### src/rtl/imem_loader_pkg.sv
// Shared types and constants for the instruction-memory loader.
package imem_loader_pkg;

  typedef enum logic [2:0] {
    IDLE = 3'd0,
    HDR  = 3'd1,
    LOAD = 3'd2,
    DONE = 3'd3,
    ERR  = 3'd4
  } loader_state_t;

  localparam int HDR_BYTES = 4;
  localparam int PACK_W    = HDR_BYTES * 8;
  localparam int CNT_W     = $clog2(HDR_BYTES);

endpackage

### src/rtl/imem_loader_byte_packer.sv
// Little-endian byte assembler: o_valid flags the byte that completes a word,
// with o_word presenting the full word in that same cycle.
module byte_packer
  import imem_loader_pkg::*;
(
  input  logic              clk,
  input  logic              rst,
  input  logic              i_clr,
  input  logic              i_en,
  input  logic [7:0]        i_byte,
  output logic              o_valid,
  output logic [PACK_W-1:0] o_word
);

  // Only the three most recent bytes are kept; the fourth arrives on i_byte.
  logic [PACK_W-9:0] r_word;
  logic [CNT_W-1:0]  r_cnt;

  assign o_word  = {i_byte, r_word};
  assign o_valid = i_en && (r_cnt == CNT_W'(HDR_BYTES - 1));

  always_ff @(posedge clk) begin
    if (rst || i_clr) begin
      r_word <= '0;
      r_cnt  <= '0;
    end else if (i_en) begin
      r_word <= o_word[PACK_W-1:8];
      r_cnt  <= o_valid ? '0 : r_cnt + 1'b1;
    end
  end

endmodule

### src/rtl/imem_loader.sv
// Streams a length-prefixed byte program into instruction memory and holds
// the CPU fetch path in reset until the final word has been written.
module imem_loader
  import imem_loader_pkg::*;
#(
  parameter int                     ADDRESS_WIDTH = 32,
  parameter int                     DATA_WIDTH    = 32,
  parameter int                     MEM_WORDS     = 256,
  parameter logic [ADDRESS_WIDTH-1:0] BASE_ADDR   = '0
) (
  input  logic                     clk,
  input  logic                     rst,
  input  logic                     start,
  input  logic [7:0]               byte_data,
  input  logic                     byte_valid,
  output logic                     byte_ready,
  output logic                     mem_we,
  output logic [ADDRESS_WIDTH-1:0] mem_addr,
  output logic [DATA_WIDTH-1:0]    mem_wdata,
  output logic                     cpu_rst,
  output logic                     done,
  output logic                     error
);

  loader_state_t         r_state, w_next;
  logic [DATA_WIDTH-1:0] r_nwords, r_idx, w_hdr;
  logic                  r_cpu_rst;
  logic                  w_xfer, w_clr, w_word_valid;
  logic [PACK_W-1:0]     w_word;

  assign w_xfer  = byte_valid && byte_ready;
  assign w_hdr   = DATA_WIDTH'(w_word);
  assign done    = (r_state == DONE);
  assign error   = (r_state == ERR);
  assign cpu_rst = r_cpu_rst;

  byte_packer u_pack (
    .clk     (clk),
    .rst     (rst),
    .i_clr   (w_clr),
    .i_en    (w_xfer),
    .i_byte  (byte_data),
    .o_valid (w_word_valid),
    .o_word  (w_word)
  );

  always_comb begin
    w_next     = r_state;
    byte_ready = 1'b0;
    w_clr      = 1'b0;
    case (r_state)
      IDLE, DONE, ERR: begin
        if (start) begin
          w_next = HDR;
          w_clr  = 1'b1;
        end
      end
      HDR: begin
        byte_ready = 1'b1;
        if (w_word_valid) begin
          if (w_hdr == '0)                          w_next = DONE;
          else if (w_hdr > DATA_WIDTH'(MEM_WORDS))  w_next = ERR;
          else                                      w_next = LOAD;
        end
      end
      LOAD: begin
        byte_ready = 1'b1;
        // Leave LOAD on the edge that launches the last write.
        if (w_word_valid && (r_idx == r_nwords - 1'b1)) w_next = DONE;
      end
      default: w_next = IDLE;
    endcase
  end

  always_ff @(posedge clk) begin
    if (rst) begin
      r_state   <= IDLE;
      r_nwords  <= '0;
      r_idx     <= '0;
      r_cpu_rst <= 1'b1;
      mem_we    <= 1'b0;
      mem_addr  <= BASE_ADDR;
      mem_wdata <= '0;
    end else begin
      r_state   <= w_next;
      r_cpu_rst <= (r_state != DONE);
      mem_we    <= 1'b0;
      if ((r_state == HDR) && w_word_valid) begin
        r_nwords <= w_hdr;
        r_idx    <= '0;
      end
      if ((r_state == LOAD) && w_word_valid) begin
        mem_we    <= 1'b1;
        mem_wdata <= DATA_WIDTH'(w_word);
        mem_addr  <= BASE_ADDR + ADDRESS_WIDTH'({r_idx, 2'b00});
        r_idx     <= r_idx + 1'b1;
      end
    end
  end

endmodule

### config.mk
export PLATFORM = sky130hd
export DESIGN_NAME = imem_loader
export DESIGN_NICKNAME = d
export VERILOG_FILES = /design/src/rtl/imem_loader_pkg.sv /design/src/rtl/imem_loader_byte_packer.sv /design/src/rtl/imem_loader.sv
export SDC_FILE = /design/constraint.sdc
export NUM_CORES = 1
export LEC_CHECK = 0
export CAP_MARGIN = 20
export CELL_PAD_IN_SITES_DETAIL_PLACEMENT = 0
export CELL_PAD_IN_SITES_GLOBAL_PLACEMENT = 1
export CORE_MARGIN = 2
export CORE_UTILIZATION = 45
export CTS_BUF_LIST = sky130_fd_sc_hd__clkbuf_16
export DETAILED_ROUTE_END_ITERATION = 10
export GPL_ROUTABILITY_DRIVEN = 0
export PLACE_DENSITY = 0.89
export REMOVE_ABC_BUFFERS = 1
export SETUP_SLACK_MARGIN = 0.1
export SLEW_MARGIN = 5
export SYNTH_ARGS = -nofsm -noshare
export SYNTH_HDL_FRONTEND = slang
export SYNTH_HIERARCHICAL = 1
export SYNTH_SLANG_ARGS = --single-unit
export TNS_END_PERCENT = 30
### constraint.sdc
create_clock -name clk -period 8.3 [get_ports clk]
set_clock_uncertainty 0.1 [all_clocks]
set_input_delay 1.245 -clock clk [delete_from_list [all_inputs] [get_ports clk]]
set_output_delay 1.245 -clock clk [all_outputs]
set_load 0.01 [all_outputs]
==> results of run 1 <==
-- worst min-delay path: stages, from the launching register on --
cell	delay (ps)
dfxtp_1	300
nand2_1	50
a21oi_1	50
-- routing by layer --
layer | wire length (um) | part of all wire, %
met1 | 8960 | 51
met2 | 7770 | 44
met3 | 686 | 3.9
met4 | 284 | 1.6
met5 | 0 | 0
-- placed cells by master, fill, tap and decap left out, types with 7 or more instances in the layout --
cell	count
xor2_1	17
nand3b_1	7
dfxtp_1	157
nand2b_1	10
nand2_1	215
nor2_1	74
mux2i_1	29
o21a_1	14
nand3_1	33
nand4_1	9
and3_1	7
nor3_1	18
nor4_1	14
clkbuf_16	17
buf_4	7
o21ai_0	13
xnor2_1	18
a21oi_1	117
inv_1	8
clkdlybuf4s50_1	77
-- registers in the layout, indices dropped and copies added, names as in the netlist --
signal and cells:
mem_wdata 32, u_pack/r_cnt 2, mem_we 1, r_nwords 32, mem_addr 30, r_state 3
r_idx 32, cpu_rst 1, u_pack/r_word 24
-- logic make-up after synthesis --
family	Yosys count	share of synthesized area, %
XOR/XNOR	35	4.15
flip-flops	157	42.6
other	1	0.0508
buffers and inverters	75	4.75
AO/OA/AOI/OAI	191	15.4
AND/OR/NAND/NOR	438	28.3
multiplexers	31	4.24
adder cells (fa/ha/maj)	3	0.509
-- per-stage QoR --
step | worst slack (ps) | cell area (um2) | total power [W]
final | 4110 | 8690 | 0.00153
after global routing | 3820 | 8690 | 0.00158
after CTS | 4090 | 8690 | 0.00155
after detailed placement | 3640 | 8160 | 0.000849
after global placement | 3700 | 8160 | 0.000849
after floorplan | 3220 | 7060 | 0.000818
-- power breakdown --
group,switching [W],internal [W],total (W)
Combinational,0.0000396,0.0000266,0.0000662
Sequential,0.00000840,0.000758,0.000766
Clock,0.000318,0.000379,0.000697
-- synthesized netlist by cell type (2+ instances only) --
master      n
a211o_1     2
a211oi_1    3
a21o_1      3
a21oi_1   117
a311oi_1    4
a31oi_1     4
a32oi_1     2
and2_1      7
and3_1      7
and4_1      2
buf_1       3
buf_2       7
buf_4      14
clkbuf_1   43
dfxtp_1   157
ha_1        3
inv_1       7
mux2_2      2
mux2i_1    29
nand2_1   216
nand2b_1   10
nand3_1    33
nand3b_1    7
nand4_1     9
nand4b_1    6
nor2_1     74
nor2b_1     2
nor3_1     18
nor3b_1     4
nor4_1     14
nor4_2      2
nor4_4      2
o211ai_1    6
o21a_1     14
o21ai_0    13
o31ai_1     6
or2_2       5
or3_1       3
or4_1       5
or4b_2      2
xnor2_1    18
xor2_1     17
-- worst max path at each step --
stage / endpoint / cells past startpoint / from / slack [ps]
after floorplan: r_idx[27]$_SDFFE_PP0P_ / 8 / byte_valid / 3220
after global placement: r_idx[22]$_SDFFE_PP0P_ / 11 / byte_valid / 3700
after detailed placement: r_idx[22]$_SDFFE_PP0P_ / 11 / byte_valid / 3640
after CTS: r_idx[22]$_SDFFE_PP0P_ / 11 / byte_valid / 4090
after global routing: r_idx[22]$_SDFFE_PP0P_ / 11 / byte_valid / 3820
final: r_idx[22]$_SDFFE_PP0P_ / 11 / byte_valid / 4110
-- final cells by class --
class | count | area (um2)
fill | 1542 | 7260
multi-input combinational | 700 | 3900
sequential | 157 | 3140
timing repair buffer | 84 | 823
clock buffer | 17 | 425
tap | 216 | 270
clock inverter | 15 | 100
inverter | 7 | 26.3
==> results.py, run 1 <==
metrics = {
    "synthesis": {
        "ys_seq_area_share_pct": 42.6,
        "synth-main-ff-cell": "dfxtp_1",
        "netlist.area_leader.share_pct": 42.6,
        "synth_area_um2": 7380,
        "synth_top_area_cell": "dfxtp_1",
        "yosys_register_bits": 157,
        "synth_cells": 931,
        "synth_cell_type_count": 71,
        "synth.area.top_cells": "dfxtp_1, nand2_1, a21oi_1",
        "synth_edf_count": 0,
        "synth_area_per_cell_um2": 7.93,
        "async_flop_share_pct": 0,
        "yosysWarnings": 6,
    },
    "setup_path": {
        "startpoint_type": "input port",
        "cp.required_ps": 8490,
        "slowest_delay_ps": 600,
        "critPathKind": "in -> reg",
        "r2r_start": "r_state[1]$_SDFFE_PP0P_",
        "cp-end-kind": "flop",
        "cp_slowest_cell": "and2_2",
        "cp.buffers_inverters": 3,
        "critPathMaxFanout": 50,
        "path_delay_family": "simple AND/OR/NAND/NOR gates",
        "r2r_slack_ps": 4300,
        "r2r-end": "r_idx[22]$_SDFFE_PP0P_",
        "crit_path_cell_trace": "clkdlybuf4s50_1 -> and2_1 -> buf_4 -> and2_1 -> and2_2 -> buf_4 -> and3_1 -> nand3_1 -> nand3_1 -> o21a_1 -> nor2_1",
        "crit_arrival_ps": 4380,
        "reg2reg_depth": 13,
    },
    "power_and_ir_drop": {
        "peakVddDrop_v": 0.000133,
        "p_per_area_nw_per_um2": 176,
        "p_leak_nw": 2.91,
    },
    "outcome": {
        "status": "complete, no violations",
    },
    "clock_tree": {
        "ctsHoldBuffers": 0,
        "cts_num_sinks": 157,
        "cts-resized-gates": 0,
        "tritoncts.num_buffers": 17,
        "post_cts_buffers": 0,
        "cts-htree-levels": 4,
        "root_buffer": "clkbuf_16",
        "path_clk_slew_ps": 60,
        "cts_tree": "built",
        "clockBufferDepth": 2,
        "insertion_delay_ps": 430,
    },
    "global_route": {
        "grt_first_pass_wirelength_mm": 29.6,
        "grt_pass1_vias": 5757,
        "use_met3_pct": 3.50,
        "gr-usage-met1_pct": 29.6,
        "grt_max_degree": 75,
        "gr-max-usage-layer": "met2",
        "grt_antenna_before_repair": 0,
        "grt_use_total_pct": 20.5,
        "grt_overflow": 0,
        "use_met2_pct": 30.7,
    },
    "timing": {
        "finalHoldViolations": 0,
        "worstMarginPinSlew_ps": 924,
        "finalCritPeriodShare_pct": 50.5,
        "final_max_slew_viol_count": 0,
        "rsz0062_at_grt": "false",
        "finalCriticalPeriod_ps": 4190,
        "relSlewSlack_pct": 38.4,
        "setup_viol": 0,
        "finalSetupTns_ps": 0,
        "hold_ws_ps": 351,
        "fmax_ghz": 0.238,
    },
    "detailed_routing": {
        "first_pass_iters": 5,
        "wl_per_cell_um": 14.8,
        "postRouteAntennaNets": 0,
        "drcViolationCount": 0,
        "via_per_inst": 5.33,
        "drtIter0Drc": 575,
        "num_vias": 6370,
        "routed_wl_mm": 17.7,
    },
    "floorplanning": {
        "initial_core_util_pct": 46.3,
        "rows": 46,
        "coreArea_um2": 15900,
        "io_pins": 81,
        "die_w_um": 132,
        "die_y_um": 132,
        "dieArea_um2": 17400,
    },
    "placed_design": {
        "portBuffers": 78,
        "dp.cells": 1164,
        "dpl.hpwl_mm": 11.7,
    },
    "finish": {
        "synthToLayoutAreaGrowth_pct": 17.7,
        "post-route-util_pct": 54.5,
        "drive_gt1_share_pct": 6.43,
        "stdcell_count": 1196,
        "nNetsFinal": 982,
        "insertedDiodeCount": 0,
    },
    "hold_path": {
        "min_from": "mem_addr[19]$_SDFFE_PP0P_",
        "hold_depth": 2,
        "min_to": "mem_addr[19]$_SDFFE_PP0P_",
        "hold_path_class": "reg -> reg",
    },
    "run": {
        "drv_cap": 0,
    },
}
Power figures use the tool's default switching activity.
==> inputs of run 2 (changes only) <==
Settings changed: CORE_UTILIZATION 45 to 42, PLACE_DENSITY 0.89 to 0.84.
Clock period 8.3 ns to 3.92 ns, I/O delays scaled along.
==> results.py, run 2 (synthesis results as in run 1) <==
metrics = {
    "setup_path": {
        "critPathMaxFanout": 8,
        "critPathKind": "reg -> reg",
        "cp.required_ps": 4180,
        "crit_arrival_ps": 3530,
        "cp-end-kind": "flop",
        "startpoint_type": "flop",
    },
    "global_route": {
        "grt_pass1_vias": 5744,
        "grt_overflow": 0,
        "grt_use_total_pct": 20.0,
        "grt_max_degree": 74,
        "grt_first_pass_wirelength_mm": 29.7,
        "grt_antenna_before_repair": 0,
    },
    "detailed_routing": {
        "first_pass_iters": 5,
        "wl_per_cell_um": 15.1,
        "wl_met3_um": 696,
        "postRouteAntennaNets": 0,
        "routed.top_layer": "met4",
        "via_per_inst": 5.32,
        "dr_wl_met2_mm": 7.98,
        "wl_met1_mm": 9.26,
        "routed_wl_mm": 18.2,
        "drcViolationCount": 0,
        "drtIter0Drc": 379,
        "num_vias": 6422,
    },
    "clock_tree": {
        "cts-resized-gates": 0,
        "cts_tree": "built",
        "tritoncts.num_buffers": 17,
        "clockBufferDepth": 2,
        "post_cts_buffers": 0,
        "insertion_delay_ps": 430,
        "path_clk_slew_ps": 60,
        "cts-htree-levels": 4,
        "ctsHoldBuffers": 0,
        "cts_num_sinks": 157,
        "root_buffer": "clkbuf_16",
    },
    "timing": {
        "finalHoldViolations": 0,
        "worst_slack_ps": 641,
        "finalCritPeriodShare_pct": 83.6,
        "setup_viol": 0,
        "final_max_slew_viol_count": 0,
        "finalSetupTns_ps": 0,
        "hold_ws_ps": 352,
        "finalCriticalPeriod_ps": 3280,
        "fmax_ghz": 0.305,
        "rsz0062_at_grt": "false",
        "worstMarginPinSlew_ps": 962,
        "relSlewSlack_pct": 35.9,
    },
    "finish": {
        "mostFrequentLayoutCells": "nand2_1, dfxtp_1, a21oi_1",
        "synthToLayoutAreaGrowth_pct": 18.7,
        "fillers": 1710,
        "drive_gt1_share_pct": 6.51,
        "seqCellArea_um2": 3140,
        "nNetsFinal": 986,
        "largest_registers": "mem_wdata (32), r_idx (32), r_nwords (32)",
        "multiInputGateArea_um2": 3900,
        "layout_commonest_cell": "nand2_1",
        "insertedDiodeCount": 0,
    },
    "floorplanning": {
        "initial_core_util_pct": 42.8,
        "io_pins": 81,
        "rows": 48,
        "die_w_um": 137,
        "dieArea_um2": 18600,
        "coreArea_um2": 17200,
        "die_y_um": 137,
    },
    "outcome": {
        "status": "complete, no violations",
    },
    "placed_design": {
        "dpl.hpwl_mm": 12.4,
        "portBuffers": 78,
        "pre_cts_slack_ps": 590,
    },
    "run": {
        "drv_cap": 0,
    },
    "power_and_ir_drop": {
        "power.total_w": 0.00335,
        "peakVddDrop_v": 0.000298,
        "p_per_area_nw_per_um2": 382,
        "p_leak_nw": 2.95,
    },
    "hold_path": {
        "hold_path_class": "reg -> reg",
    },
}
-- run 2: final timing paths --
check                           slack (ps)                   endpoint  depth (start not counted)                 startpoint
worst max-delay path                   640    r_state[2]$_SDFFE_PP0P_                         13    r_state[1]$_SDFFE_PP0P_
worst min-delay path                   350  mem_addr[28]$_SDFFE_PP0P_                          2  mem_addr[28]$_SDFFE_PP0P_
worst max register to register         640    r_state[2]$_SDFFE_PP0P_                         13    r_state[1]$_SDFFE_PP0P_
worst min register to register         350  mem_addr[28]$_SDFFE_PP0P_                          2  mem_addr[28]$_SDFFE_PP0P_
-- run 2: worst max-delay path: stages (launching register included) --
cell,delay [ps]
dfxtp_1,360
inv_1,140
nand2_1,130
a21oi_1,290
and2_1,190
and2_1,320
mux2i_1,120
a2bb2oi_1,160
o32ai_1,170
a211oi_2,250
nand4_1,120
or4_1,430
o21ai_2,230
mux2i_1,200
-- run 2: layout make-up --
type                    count  area share (%)
multi-input cells         700            44.5
clock buffers              17            4.86
well taps                 225            3.21
clock inverters            14            1.50
flip-flops and latches    157            35.9
inverters                   7           0.300
repair buffers             88            9.74
-- run 2: metal layers --
metal | up-vias | GRT usage [%]
li1 | 3282 | -
met1 | 3001 | 28.8
met2 | 120 | 30.0
met3 | 19 | 4.30
met4 | 0 | 5.90
met5 | - | 0
-- run 2: through the flow --
stage                     cell area [um2]  std cells  utilization (%)
final                                8760       1208             50.8
after global routing                 8760       1208             50.8
after CTS                            8760       1208             50.8
after detailed placement             8200       1177             47.6
after global placement               8200       1177             47.6
after floorplan                      7060        864                -
-- run 2: report_power, final --
| group | internal, W | switching, W |
|---|---|---|
| clock | 0.000922 | 0.000660 |
| sequential | 0.00160 | 0.0000179 |
| combinational | 0.0000570 | 0.0000857 |
